==> config.mk <==
export PLATFORM = sky130hd
export DESIGN_NAME = loader_bus_arbiter
export DESIGN_NICKNAME = d
export VERILOG_FILES = /design/src/rtl/loader_bus_arbiter.sv
export SDC_FILE = /design/constraint.sdc
export NUM_CORES = 1
export LEC_CHECK = 0
export ABC_AREA = 1
export BUFFER_PORTS_ARGS = -buffer_cell sky130_fd_sc_hd__buf_2
export CORE_ASPECT_RATIO = 0.6
export CORE_UTILIZATION = 40
export DETAILED_ROUTE_END_ITERATION = 12
export GPL_ROUTABILITY_DRIVEN = 0
export GPL_TIMING_DRIVEN = 0
export PLACE_DENSITY = 0.63
export SLEW_MARGIN = 20
export SYNTH_ARGS = -nofsm -noshare
export SYNTH_HDL_FRONTEND = slang
export SYNTH_SLANG_ARGS = --single-unit
==> constraint.sdc <==
create_clock -name clock -period 2.5 [get_ports clock]
set_input_delay 0.5 -clock clock [delete_from_list [all_inputs] [get_ports clock]]
set_output_delay 0.5 -clock clock [all_outputs]
set_load 0.05 [all_outputs]
==> src/rtl/loader_bus_arbiter.sv <==
// Arbitrates the single-port system RAM between the Z80 CPU and the loader.
// Loader writes are queued and drained under BUSRQ/BUSAK, with an optional REGSET on exit.
module loader_bus_arbiter #(
    parameter int DATA       = 8,
    parameter int ADDR       = 16,
    parameter int FIFO_DEPTH = 4,
    parameter int REGSET_CYC = 4
) (
    input  logic            clock,
    input  logic            reset_n,
    input  logic            ld_download,
    input  logic            ld_wr,
    input  logic [ADDR-1:0] ld_addr,
    input  logic [DATA-1:0] ld_data,
    input  logic            ld_exec_en,
    input  logic [ADDR-1:0] ld_exec_addr,
    output logic            ld_full,
    output logic            ld_overflow,
    input  logic [ADDR-1:0] cpu_addr,
    input  logic [DATA-1:0] cpu_dout,
    input  logic            cpu_we,
    input  logic            cpu_busak,
    output logic            cpu_busrq,
    output logic            cpu_regset,
    output logic [ADDR-1:0] cpu_pc,
    output logic [ADDR-1:0] ram_addr,
    output logic [DATA-1:0] ram_din,
    output logic            ram_we,
    output logic            busy
);

    localparam int PW = $clog2(FIFO_DEPTH);
    localparam int CW = $clog2(REGSET_CYC + 1);
    localparam logic [PW:0] C_DEPTH = (PW+1)'(FIFO_DEPTH);
    localparam logic [PW:0] C_FULL_TH = (PW+1)'(FIFO_DEPTH - 1);
    localparam logic [CW-1:0] C_RS_LAST = CW'(REGSET_CYC - 1);

    typedef enum logic [2:0] {
        S_IDLE,
        S_REQ,
        S_LOAD,
        S_DRAIN,
        S_EXEC,
        S_REL
    } state_t;

    state_t r_state;

    logic [ADDR+DATA-1:0] r_mem [FIFO_DEPTH];
    logic [PW-1:0]        r_wptr;
    logic [PW-1:0]        r_rptr;
    logic [PW:0]          r_count;
    logic                 r_full;
    logic                 r_ovf;

    logic                 r_owner_ld;
    logic [ADDR-1:0]      r_ld_addr;
    logic [DATA-1:0]      r_ld_data;
    logic                 r_ld_we;

    logic                 r_busrq;
    logic                 r_regset;
    logic [ADDR-1:0]      r_pc;
    logic [CW-1:0]        r_rs_cnt;

    logic                 r_exec_d;
    logic                 r_exec_pend;
    logic [ADDR-1:0]      r_exec_addr;

    logic                 w_empty;
    logic                 w_fifo_full;
    logic                 w_push;
    logic                 w_pop;
    logic                 w_exec_rise;
    logic [PW:0]          w_count_nxt;
    logic [ADDR+DATA-1:0] w_rd;

    assign w_empty     = (r_count == '0);
    assign w_fifo_full = (r_count == C_DEPTH);
    assign w_push      = ld_wr & ~w_fifo_full;
    // Pops stall if the CPU lets go of the bus mid-transfer.
    assign w_pop       = ((r_state == S_LOAD) || (r_state == S_DRAIN))
                         & cpu_busak & ~w_empty;
    assign w_exec_rise = ld_exec_en & ~r_exec_d;
    assign w_rd        = r_mem[r_rptr];

    always_comb begin
        w_count_nxt = r_count;
        if (w_push && !w_pop) begin
            w_count_nxt = r_count + 1'b1;
        end else if (!w_push && w_pop) begin
            w_count_nxt = r_count - 1'b1;
        end
    end

    always_ff @(posedge clock) begin
        if (w_push) begin
            r_mem[r_wptr] <= {ld_addr, ld_data};
        end
    end

    always_ff @(posedge clock or negedge reset_n) begin
        if (!reset_n) begin
            r_wptr  <= '0;
            r_rptr  <= '0;
            r_count <= '0;
            r_full  <= 1'b0;
            r_ovf   <= 1'b0;
        end else begin
            if (w_push) begin
                r_wptr <= r_wptr + 1'b1;
            end
            if (w_pop) begin
                r_rptr <= r_rptr + 1'b1;
            end
            r_count <= w_count_nxt;
            r_full  <= (w_count_nxt >= C_FULL_TH);
            if (ld_wr && w_fifo_full) begin
                r_ovf <= 1'b1;
            end
        end
    end

    always_ff @(posedge clock or negedge reset_n) begin
        if (!reset_n) begin
            r_state     <= S_IDLE;
            r_owner_ld  <= 1'b0;
            r_ld_addr   <= '0;
            r_ld_data   <= '0;
            r_ld_we     <= 1'b0;
            r_busrq     <= 1'b0;
            r_regset    <= 1'b0;
            r_pc        <= '0;
            r_rs_cnt    <= '0;
            r_exec_d    <= 1'b0;
            r_exec_pend <= 1'b0;
            r_exec_addr <= '0;
        end else begin
            r_exec_d <= ld_exec_en;
            r_ld_we  <= w_pop;
            if (w_pop) begin
                {r_ld_addr, r_ld_data} <= w_rd;
            end
            unique case (r_state)
                S_IDLE: begin
                    if (ld_download || !w_empty) begin
                        r_state <= S_REQ;
                        r_busrq <= 1'b1;
                    end
                end
                S_REQ: begin
                    if (cpu_busak) begin
                        r_state    <= S_LOAD;
                        r_owner_ld <= 1'b1;
                    end
                end
                S_LOAD: begin
                    if (!ld_download) begin
                        r_state <= S_DRAIN;
                    end
                end
                S_DRAIN: begin
                    if (ld_download) begin
                        r_state <= S_LOAD;
                    end else if (w_empty) begin
                        if (r_exec_pend) begin
                            r_state     <= S_EXEC;
                            r_pc        <= r_exec_addr;
                            r_regset    <= 1'b1;
                            r_rs_cnt    <= '0;
                            r_exec_pend <= 1'b0;
                        end else begin
                            r_state <= S_REL;
                            r_busrq <= 1'b0;
                        end
                    end
                end
                S_EXEC: begin
                    if (r_rs_cnt == C_RS_LAST) begin
                        r_state  <= S_REL;
                        r_regset <= 1'b0;
                        r_busrq  <= 1'b0;
                    end else begin
                        r_rs_cnt <= r_rs_cnt + 1'b1;
                    end
                end
                S_REL: begin
                    if (!cpu_busak) begin
                        r_state    <= S_IDLE;
                        r_owner_ld <= 1'b0;
                    end
                end
                default: r_state <= S_IDLE;
            endcase
            // A fresh request arriving alongside EXEC entry must not be lost.
            if (w_exec_rise) begin
                r_exec_addr <= ld_exec_addr;
                r_exec_pend <= 1'b1;
            end
        end
    end

    assign ld_full     = r_full;
    assign ld_overflow = r_ovf;
    assign cpu_busrq   = r_busrq;
    assign cpu_regset  = r_regset;
    assign cpu_pc      = r_pc;
    assign busy        = (r_state != S_IDLE);
    assign ram_addr    = r_owner_ld ? r_ld_addr : cpu_addr;
    assign ram_din     = r_owner_ld ? r_ld_data : cpu_dout;
    assign ram_we      = r_owner_ld ? r_ld_we : cpu_we;

endmodule

==> out/results.ini <==
[logic_synthesis]
post_synth_num_cell_types=31
synth.area.top_cells=edfxtp_1 40%, dfrtp_1 27%, o21ai_0 7.0%
ys_seq_area_share_pct=67.1
synthCells=655
postSynthAreaPerCell_sq_um=10.9
ys_ff_latch=173
synth_top_area_share_pct=40.2
yosysTopAreaCell=edfxtp_1
syn_area_sq_um=7170
yosysWarnings=0
synth_fp_nets=735

[timing]
finalCriticalPeriod_ns=2.36
finalMaxSlewViolations=0
setup_violations=0
max_clock_freq_mhz=423
fin_ws_ns=0.138
period_share_pct=94.5
rsz0062_at_grt=false
slew_headroom_pct=56.8
finClkSkew_ns=0.0185
hold_violations=0
worstMarginPinSlew_ns=0.648

[power]
leakage_uw=0.00382
total_power_uw=11900
max-vdd-ir-drop_v=0.000718
power_density_nw_per_um2=1350

[route]
drt-total-wl_microns=16800
wl_met1_microns=8150
wire_per_inst_microns=16.1
dr.pass1.iters=5
first_iter_violations=473
met2_length_microns=7190
vias_per_cell=4.99
drtAntennaViolNets=0
vias=5203
highest_layer=met4
wl_met3_microns=1320
remaining_drc_errors=0

[cells_and_area]
nFillCells=1574
final_nets=875
fin_util_pct=50.9
fin_cells=1043
post-route-cell-area_sq_um=8810
final_common_cell=buf_2
syn_to_final_growth_pct=23.0
mostFrequentLayoutCells=123 x buf_2, 107 x nand2_1, 100 x o21ai_0, 96 x edfxtp_1, 77 x dfrtp_1
layout-drive-gt1-share_pct=25.4

[grt]
antenna_found_initial=1
grt_pass1_wl_microns=27000
grt_max_degree=53
grt_pass1_vias=5024
grt_overflow=0
grt_usage_pct=19.2

[worst_setup_path]
critPathArrivalTime_ns=1.86
path_cells=inv_1, clkbuf_4, clkbuf_4, nand2_1, o21ai_0, buf_2
cp_max_fo=10
end_kind=output port
critPathMaxStageDelay_ns=0.40
path_delay_family=buffers and inverters
crit_slowest_cell=dfrtp_1
worstPathRequired_ns=2.00
cp-start-kind=register
crit_top_cell=clkbuf_4
critical_path_class=register to output port
cp.buffers_inverters=4

[place]
port_buffers=116
placedInstanceArea_sq_um=8200
dp_slack_ns=0.161
dp_hpwl_microns=11300
placed_cells=1010

[floorplanning]
rows=37
coreArea_sq_um=17300
fp.dieW_microns=175
initial_utilization_pct=41.4
dieArea_sq_um=18500
dieHeight_microns=106
ioPinCount=117

[clock_network]
htreeDepth=4
cts.root.buffer_cell=clkbuf_16
post_cts_buffers=0
cts_tree=yes
clock_latency_ns=0.43
clkSinkCount=173
clockBufferDepth=2
cts.reportedPaths.clkPinSlew_ns=0.08
hold_buffers=0
cts_buffers=17

[min_path]
hold_class=input port to async pin

[run_status]
status=completed

[job]
maxCapViolations=0

==> state kept, by name, summed over array words and instances, names as in the netlist, 2 cells and up <==
signal / count
cpu_pc: 16
r_count: 3
r_exec_addr: 16
r_ld_addr: 16
r_ld_data: 8
r_mem: 96
r_rptr: 2
r_rs_cnt: 3
r_state: 3
r_wptr: 2
==> layer usage <==
layer	global-route usage [%]	vias to the layer above
li1	-	2496
met1	29.7	2511
met2	27.1	185
met3	3.97	11
met4	4.72	0
met5	0	-
==> worst register-to-register path, delay by kind of cell (launching register included) <==
kind          cells  cell delay, ns
simple gates      3            0.78
flops             1            0.38
buf+inv           2            0.31
fa+ha+maj         1            0.25
==> per-stage QoR <==
stage               TNS (ns)  hold WS, ns
floorplan                  0        0.204
detailed placement         0        0.450
CTS                        0      0.00458
global placement      -72.77        0.449
global route               0       0.0151
finish                     0    0.0000956
==> cell families (layout without fill, tap and decap cells) <==
group	after synthesis	after routing	synth area share, %
xor gates and xnor gates	4	4	0.489
muxes	6	6	0.943
and+or+nand+nor	216	216	12.7
adders and majority gates	9	9	1.57
other	0	1	0
AOI/OAI and AO/OA	153	153	11.8
DFF	173	173	67.1
buffers and inverters	94	247	5.33
==> synth_stat cells <==
master	instances
a21oi_1	12
a22oi_2	1
a31o_2	1
a31oi_1	1
and2_1	1
buf_2	8
buf_4	1
buf_6	2
clkbuf_1	19
dfrtp_1	77
edfxtp_1	96
ha_1	9
inv_1	62
inv_2	2
mux2_2	6
nand2_1	107
nand2_2	8
nand2_4	2
nand3_1	18
nand4_1	2
nor2_1	73
nor2_2	1
nor2_4	2
nor2_8	1
nor3_1	1
o211ai_1	1
o21ai_0	100
o21ai_1	3
o21ai_2	10
o22ai_1	24
xor2_1	4
==> power breakdown <==
group | switching [uW] | internal [uW] | total, uW | leakage (uW)
Sequential | 295 | 3820 | 4110 | 0.00181
Combinational | 3790 | 1320 | 5110 | 0.00172
Clock | 1290 | 1360 | 2650 | 0.000292
==> final timing paths <==
path | start | to | slack (ns) | cells past startpoint
setup / recovery | r_owner_ld$_DFFE_PN0P_ | ram_din[3] | 0.14 | 6
hold / removal | reset_n | cpu_pc[5]$_DFFE_PN0P_ | 0.0001 | 1
setup reg to reg | r_count[0]$_DFF_PN0_ | r_mem[3][19]$_DFFE_PP_ | 0.50 | 6
hold reg to reg | ld_overflow$_DFFE_PN0P_ | ld_overflow$_DFFE_PN0P_ | 0.46 | 1
max in group asynchronous | reset_n | r_owner_ld$_DFFE_PN0P_ | 1.89 | 2
min in group clock | ld_exec_en | r_exec_d$_DFF_PN0_ | 0.21 | 1
==> repair_timing <==
item / CTS / global route
cloned: 0 / 0
setup endpoints to repair: 9 / 22
gates resized for setup: 2 / 8
==> cell type report <==
class | instances | area [sq um] | share of cell area (%)
Clock buffer | 18 | 429 | 4.87
Inverter | 64 | 240 | 2.73
Sequential cell | 173 | 4810 | 54.6
Antenna cell | 1 | 2.50 | 0.0284
Tap cell | 234 | 293 | 3.32
Clock inverter | 14 | 175 | 1.99
Timing Repair Buffer | 121 | 708 | 8.04
Multi-Input combinational cell | 388 | 2000 | 22.7
Buffer | 30 | 151 | 1.72
No activity file was read; power rests on OpenSTA's default activity.
